$ cat config.mk
export PLATFORM = sky130hd
export DESIGN_NAME = cnn_sdiv_24s_10s_seq
export DESIGN_NICKNAME = d
export VERILOG_FILES = /design/src/rtl/cnn_div_pkg.sv /design/src/rtl/cnn_sdiv_step.sv /design/src/rtl/cnn_sdiv_24s_10s_seq.sv
export SDC_FILE = /design/constraint.sdc
export NUM_CORES = 1
export LEC_CHECK = 0
export CAP_MARGIN = 20
export CORE_MARGIN = 4
export CORE_UTILIZATION = 57
export DETAILED_ROUTE_END_ITERATION = 10
export PLACE_DENSITY = 0.8
export SYNTH_ARGS = -nofsm -noshare
export SYNTH_HDL_FRONTEND = slang
export SYNTH_SLANG_ARGS = --single-unit
$ cat constraint.sdc
create_clock -name ap_clk -period 10.87 [get_ports ap_clk]
set_clock_uncertainty 0.1 [all_clocks]
set_input_delay 2.174 -clock ap_clk [delete_from_list [all_inputs] [get_ports ap_clk]]
set_output_delay 2.174 -clock ap_clk [all_outputs]
set_load 0.02 [all_outputs]
$ cat src/rtl/cnn_div_pkg.sv
`default_nettype none
// ============================================================================
//  Module : cnn_div_pkg
//  Shared widths, saturation bounds and FSM encoding for the CNN divider.
//  Rev    : 1.0
// ============================================================================
package cnn_div_pkg;

    localparam int C_DIVIDEND_W = 24;
    localparam int C_DIVISOR_W  = 10;
    localparam int C_QUOT_W     = 14;
    localparam int C_ITER_CNT_W = 5;

    localparam int C_QMAX = 8191;
    localparam int C_QMIN = -8192;

    typedef enum logic [1:0] {
        IDLE = 2'd0,
        CALC = 2'd1,
        FIX  = 2'd2,
        DONE = 2'd3
    } state_t;

endpackage
`default_nettype wire

$ cat src/rtl/cnn_sdiv_step.sv
`default_nettype none
// ============================================================================
//  Module : cnn_sdiv_step
//  One combinational radix-2 restoring step on unsigned magnitudes.
//  Rev    : 1.0
// ============================================================================
module cnn_sdiv_step
    import cnn_div_pkg::*;
#(
    parameter int DIVISOR_W = C_DIVISOR_W
) (
    input  logic [DIVISOR_W:0]   i_partial_in,
    input  logic                 i_bit_in,
    input  logic [DIVISOR_W-1:0] i_divisor_mag,
    output logic [DIVISOR_W:0]   o_partial_out,
    output logic                 o_q_bit
);

    logic [DIVISOR_W+1:0] w_trial;
    logic [DIVISOR_W:0]   w_diff;

    assign w_trial = {i_partial_in, i_bit_in};
    // Subtraction is only taken when trial >= divisor, so the top bit is never needed.
    assign w_diff  = w_trial[DIVISOR_W:0] - {1'b0, i_divisor_mag};

    always_comb begin
        o_q_bit       = 1'b0;
        o_partial_out = w_trial[DIVISOR_W:0];
        if (w_trial >= {2'b00, i_divisor_mag}) begin
            o_q_bit       = 1'b1;
            o_partial_out = w_diff;
        end
    end

endmodule
`default_nettype wire

$ cat src/rtl/cnn_sdiv_24s_10s_seq.sv
`default_nettype none
// ============================================================================
//  Module : cnn_sdiv_24s_10s_seq
//  Sequential signed divider 24s / 10s -> 14s quotient (saturated) + 10s rem.
//  Rev    : 1.0
// ============================================================================
module cnn_sdiv_24s_10s_seq
    import cnn_div_pkg::*;
#(
    parameter int DIVIDEND_W = C_DIVIDEND_W,
    parameter int DIVISOR_W  = C_DIVISOR_W,
    parameter int QUOT_W     = C_QUOT_W
) (
    input  logic                  ap_clk,
    input  logic                  ap_rst,
    input  logic                  ap_start,
    input  logic [DIVIDEND_W-1:0] dividend,
    input  logic [DIVISOR_W-1:0]  divisor,
    output logic                  ap_idle,
    output logic                  ap_done,
    output logic                  ap_ready,
    output logic [QUOT_W-1:0]     quotient,
    output logic [DIVISOR_W-1:0]  remainder,
    output logic                  div_by_zero,
    output logic                  overflow
);

    localparam int ITER_CNT_W = C_ITER_CNT_W;
    localparam logic [ITER_CNT_W-1:0] C_LAST_ITER = ITER_CNT_W'(DIVIDEND_W - 1);
    localparam logic [DIVIDEND_W-1:0] C_POS_LIM   = DIVIDEND_W'((1 << (QUOT_W - 1)) - 1);
    localparam logic [DIVIDEND_W-1:0] C_NEG_LIM   = DIVIDEND_W'(1 << (QUOT_W - 1));
    localparam logic [QUOT_W-1:0]     C_QMAX_V    = {1'b0, {(QUOT_W-1){1'b1}}};
    localparam logic [QUOT_W-1:0]     C_QMIN_V    = {1'b1, {(QUOT_W-1){1'b0}}};

    state_t r_state, w_state_nxt;

    logic [ITER_CNT_W-1:0] r_cnt;
    logic [DIVIDEND_W-1:0] r_dvd;
    logic [DIVIDEND_W-1:0] r_quo;
    logic [DIVISOR_W-1:0]  r_dsr_mag;
    logic [DIVISOR_W:0]    r_part;
    logic                  r_dvd_neg;
    logic                  r_dsr_neg;
    logic                  r_dz;

    logic [QUOT_W-1:0]     r_quotient;
    logic [DIVISOR_W-1:0]  r_remainder;
    logic                  r_div_by_zero;
    logic                  r_overflow;

    logic [DIVIDEND_W-1:0] w_dvd_mag;
    logic [DIVISOR_W-1:0]  w_dsr_mag;
    logic [DIVISOR_W:0]    w_part_nxt;
    logic                  w_q_bit;
    logic                  w_q_neg;
    logic [QUOT_W-1:0]     w_qlow;
    logic [QUOT_W-1:0]     w_quo_fix;
    logic [DIVISOR_W-1:0]  w_rem_fix;
    logic                  w_ovf_fix;

    // Two's-complement negation maps the most negative input onto its exact magnitude.
    assign w_dvd_mag = dividend[DIVIDEND_W-1] ? -dividend : dividend;
    assign w_dsr_mag = divisor[DIVISOR_W-1]   ? -divisor  : divisor;

    cnn_sdiv_step #(
        .DIVISOR_W (DIVISOR_W)
    ) u_step (
        .i_partial_in  (r_part),
        .i_bit_in      (r_dvd[DIVIDEND_W-1]),
        .i_divisor_mag (r_dsr_mag),
        .o_partial_out (w_part_nxt),
        .o_q_bit       (w_q_bit)
    );

    always_ff @(posedge ap_clk or posedge ap_rst) begin
        if (ap_rst) r_state <= IDLE;
        else        r_state <= w_state_nxt;
    end

    always_comb begin
        w_state_nxt = r_state;
        ap_idle     = 1'b0;
        ap_done     = 1'b0;
        ap_ready    = 1'b0;
        case (r_state)
            IDLE: begin
                ap_idle = 1'b1;
                if (ap_start) w_state_nxt = CALC;
            end
            CALC: if (r_cnt == C_LAST_ITER) w_state_nxt = FIX;
            FIX:  w_state_nxt = DONE;
            DONE: begin
                ap_done     = 1'b1;
                ap_ready    = 1'b1;
                w_state_nxt = IDLE;
            end
            default: w_state_nxt = IDLE;
        endcase
    end

    // Sign fix-up and saturation of the magnitude results.
    assign w_q_neg = r_dvd_neg ^ r_dsr_neg;
    assign w_qlow  = r_quo[QUOT_W-1:0];

    always_comb begin
        w_quo_fix = w_qlow;
        w_ovf_fix = 1'b0;
        w_rem_fix = r_dvd_neg ? -r_part[DIVISOR_W-1:0] : r_part[DIVISOR_W-1:0];
        if (r_dz) begin
            w_quo_fix = r_dvd_neg ? C_QMIN_V : C_QMAX_V;
            w_rem_fix = '0;
        end else if (w_q_neg) begin
            if (r_quo > C_NEG_LIM) begin
                w_quo_fix = C_QMIN_V;
                w_ovf_fix = 1'b1;
            end else begin
                w_quo_fix = -w_qlow;
            end
        end else if (r_quo > C_POS_LIM) begin
            w_quo_fix = C_QMAX_V;
            w_ovf_fix = 1'b1;
        end
    end

    always_ff @(posedge ap_clk or posedge ap_rst) begin
        if (ap_rst) begin
            r_cnt         <= '0;
            r_dvd         <= '0;
            r_quo         <= '0;
            r_dsr_mag     <= '0;
            r_part        <= '0;
            r_dvd_neg     <= 1'b0;
            r_dsr_neg     <= 1'b0;
            r_dz          <= 1'b0;
            r_quotient    <= '0;
            r_remainder   <= '0;
            r_div_by_zero <= 1'b0;
            r_overflow    <= 1'b0;
        end else begin
            case (r_state)
                IDLE: if (ap_start) begin
                    r_dvd     <= w_dvd_mag;
                    r_dsr_mag <= w_dsr_mag;
                    r_dvd_neg <= dividend[DIVIDEND_W-1];
                    r_dsr_neg <= divisor[DIVISOR_W-1];
                    r_dz      <= (divisor == '0);
                    r_cnt     <= '0;
                    r_part    <= '0;
                    r_quo     <= '0;
                end
                CALC: begin
                    r_part <= w_part_nxt;
                    r_quo  <= {r_quo[DIVIDEND_W-2:0], w_q_bit};
                    r_dvd  <= {r_dvd[DIVIDEND_W-2:0], 1'b0};
                    r_cnt  <= (r_cnt == C_LAST_ITER) ? '0 : r_cnt + 1'b1;
                end
                FIX: begin
                    r_quotient    <= w_quo_fix;
                    r_remainder   <= w_rem_fix;
                    r_div_by_zero <= r_dz;
                    r_overflow    <= w_ovf_fix;
                end
                default: ;
            endcase
        end
    end

    assign quotient    = r_quotient;
    assign remainder   = r_remainder;
    assign div_by_zero = r_div_by_zero;
    assign overflow    = r_overflow;

endmodule
`default_nettype wire

==> parameters.txt <==
Parameter                              Value

Status
  Run status ... finished, final reports clean

Final layout
  Seq. cell area ... 0.00263 mm2
  Number of nets at the end of the flow ... 768
  Layout Cells excl Fill ... 852
  Growth of design area from synthesis to finish ... 14.3%
  Area taken by multi-input logic gates ... 0.00311 mm2
  Cell area after layout ... 0.00695 mm2
  Ant diodes ... 0
  Fraction of layout instances using a drive strength above 1 ... 5.45%
  Final-layout fill cell count ... 842

Detailed routing
  Routed via count divided by cell count ... 6.03
  Total via count in the routed design ... 5135
  Router iterations before antenna repair ... 6
  Iteration-0 DRC count of the detailed router ... 421
  Routed wire length ... 13400 um
  Final ANT Viol Nets ... 0
  DR WL/cell ... 15.7 um
  Residual DRC ... 0

Synthesis
  Total nets after synthesis ... 725
  Largest area contributor in the synthesized netlist ... sky130_fd_sc_hd__dfrtp_1
  Number of different library cells in the post-synthesis netlist ... 57
  Most used flip-flop cell after synthesis ... sky130_fd_sc_hd__dfrtp_1
  Synth Register Bits ... 105
  Fraction of post-synthesis cell area in the top cell type by area ... 43.2%
  Count of flip-flops with a built-in enable after synthesis ... 0
  Most area-consuming cells after synthesis ... sky130_fd_sc_hd__dfrtp_1 (43%), sky130_fd_sc_hd__o21ai_0 (5.4%), sky130_fd_sc_hd__nand2_1 (4.3%), sky130_fd_sc_hd__ha_1 (3.9%), sky130_fd_sc_hd__xor2_1 (3.7%)
  Portion of the post-synthesis area used by sequential elements ... 43.2%
  Number of instances in the synthesized netlist ... 668
  Warning count from the yosys run ... 0
  Async set-reset flop share out of synthesis ... 100%
  Post-synthesis area per instance ... 9.11 um2
  Netlist area before placement ... 0.00608 mm2
  Count leader, synth ... sky130_fd_sc_hd__dfrtp_1
  Cell types with the highest counts after synthesis ... sky130_fd_sc_hd__dfrtp_1 (105), sky130_fd_sc_hd__nand2_1 (70), sky130_fd_sc_hd__o21ai_0 (66)

STA
  Aggregate negative setup slack ... 0 ns
  Relative slew slack ... 28.4%
  Slew @ Worst Pin ... 1.07 ns
  Tcrit/Tclk final ... 40.8%
  Hold slack final ... 0.386 ns
  Count of endpoints failing hold in the final timing report ... 0
  Final Slew Violations ... 0
  Max Clock Freq ... 225 MHz
  Setup repair after global routing missed its margin ... no
  Final setup violating endpoints ... 0
  Tmin final ... 4.44 ns

Clock tree
  Number of clock sinks ... 105
  Number of buffers between clock root and the deepest sink ... 2
  Hold-fix buffer count after cts ... 0
  Inserted Clock Buffers ... 9
  CTS resizes ... 0
  CTS tree ... yes
  Cell at the root of the clock tree ... sky130_fd_sc_hd__clkbuf_8
  Post-CTS setup-driven buffer insertion count ... 0
  H-tree levels ... 3
  Worst-Skew Late Latency ... 0.37 ns
  Clock slew seen by the registers of the worst setup and hold paths ... 0.10 ns

Floorplan
  Width of the die ... 111 um
  Area of the core ... 0.0104 mm2
  I/O Pins ... 66
  Die boundary height ... 111 um
  Die area ... 0.0124 mm2
  Row count ... 37
  Initial cell density of the core ... 58.7%

Power and ir drop
  Lkg Pwr ... 3.05 nW
  Sum of internal, switching and leakage power ... 1.99 mW
  Worst-case vdd ir drop ... 0.144 mV
  Power density relative to cell area ... 286 mW/mm2

Global route
  Combined global-route utilization of all metal layers ... 21.8%
  Global route total overflow ... 0
  Vias in the first global route ... 4784
  Pin count of the biggest net entering global routing ... 58
  Wire length of the first global-routing pass ... 22800 um
  Number of antenna violations at the first check in global routing ... 0

Worst setup path
  Critical path arrival ... 4.60 ns
  Type of the worst setup path ... primary input to register
  Required time of the critical path ... 11.03 ns
  Startpoint type of the worst setup path ... primary input
  CP Max Fanout ... 4
  Cells on worst reg2reg path ... 8
  Source of the worst register-to-register timing path ... r_part[0]$_DFFE_PP0P_
  Kind of capture point of the worst setup path ... register
  RR Endpoint ... r_part[10]$_DFFE_PP0P_
  Minimum setup slack among reg-to-reg paths ... 7.66 ns

Place
  # placed instances ... 836
  HPWL Detailed ... 9960 um
  Input/output buffers ... 65
  Weighted congestion at the end of routability-driven global placement ... 0.905
  Cell area after placement ... 0.00678 mm2

Job
  Number of violations of the max-capacitance limit ... 0

Min path
  Start point of the worst hold path ... r_dsr_mag[3]$_DFFE_PP0P_
  Worst min-delay path category ... register to register
  WHS Path Cells ... 2
  Worst Hold End ... r_dsr_mag[3]$_DFFE_PP0P_
## worst max-delay path by stage
stage	from	end	slack, ns	cells past startpoint
finish	dividend[4]	r_dvd[16]$_DFFE_PP0P_	6.43	7
CTS	dividend[4]	r_dvd[16]$_DFFE_PP0P_	6.44	7
floorplan	ap_rst	div_by_zero$_DFFE_PP0P_	5.84	1
detailed placement	dividend[4]	r_dvd[16]$_DFFE_PP0P_	6.04	7
global route	dividend[1]	r_dvd[16]$_DFFE_PP0P_	6.35	9
global placement	dividend[1]	r_dvd[16]$_DFFE_PP0P_	6.08	9
## layer usage
layer | wire length [um] | track usage, % | vias up
li1 | - | - | 2485
met1 | 6270 | 30.2 | 2480
met2 | 6220 | 35.3 | 146
met3 | 633 | 3.00 | 24
met4 | 253 | 7.46 | 0
met5 | 0 | 0 | -
## registers in the layout, indices dropped and copies added (netlist names)
| register | cells |
|---|---|
| quotient | 14 |
| r_dsr_mag | 10 |
| overflow | 1 |
| r_quo | 24 |
| r_state | 2 |
| div_by_zero | 1 |
| r_dsr_neg | 1 |
| r_dz | 1 |
| r_cnt | 5 |
| r_dvd_neg | 1 |
| remainder | 10 |
| r_part | 11 |
| r_dvd | 24 |
## layout by cell type, fill, tap and decap left out, drive strengths merged, types with 2 or more instances in the layout
master,n
o21a,4
or3,13
nand3,10
nor2b,5
a21o,3
ha,19
clkbuf,9
nor4,8
o21ai,68
a22oi,3
o221ai,11
o211ai,3
clkinv,4
o22ai,17
o2111ai,4
nor2,49
nand3b,6
o31ai,12
xnor2,17
o311ai,3
nand4,2
clkdlybuf4s50,65
inv,50
a21oi,28
nor3,9
nand2,70
xor2,26
dfrtp,105
a211oi,3
buf,6
a22o,22
mux2i,16
or4,12
o41ai,5
nand2b,8
and4,2
mux2,5
## kinds of logic (layout without fill, tap and decap cells)
logic type | Yosys count | after routing | synth area share [%]
compound gates | 194 | 194 | 21.0
xor+xnor | 43 | 43 | 6.19
fa+ha+maj | 20 | 20 | 4.24
buf+inv | 86 | 134 | 5.84
flops | 105 | 105 | 43.2
mux | 21 | 21 | 3.56
simple gates | 199 | 199 | 16.0
## through the flow
stage / setup WS [ns] / utilization, %
2_1_floorplan: 5.84 / -
3_3_place_gp: 6.08 / 65.4
3_5_place_dp: 6.04 / 65.4
4_1_cts: 6.44 / 67.0
5_1_grt: 6.35 / 67.0
6_report: 6.43 / 67.0
## report_power, final
part	leakage (nW)	switching, mW	internal, mW	total (mW)
combinational	1.60	0.675	0.463	1.14
clock	0.0942	0.136	0.0851	0.221
sequential	1.36	0.105	0.525	0.631
## worst max-delay path, stage by stage
cell and delay [ns]:
sky130_fd_sc_hd__clkdlybuf4s50_1 0.48, sky130_fd_sc_hd__or4_4 0.56, sky130_fd_sc_hd__or4_4 0.46, sky130_fd_sc_hd__or4_4 0.52
sky130_fd_sc_hd__o31ai_4 0.18, sky130_fd_sc_hd__xor2_1 0.16, sky130_fd_sc_hd__o21ai_1 0.07
## area by class of cell
cell class	count	share of cell area [%]
tap	136	2.45
sequential	105	37.8
clock inverter	7	0.720
timing repair buffer	71	10.0
clock buffer	9	1.78
inverter	47	2.57
multi-input combinational	477	44.7
Note: power is estimated with default switching activity, not from simulation.
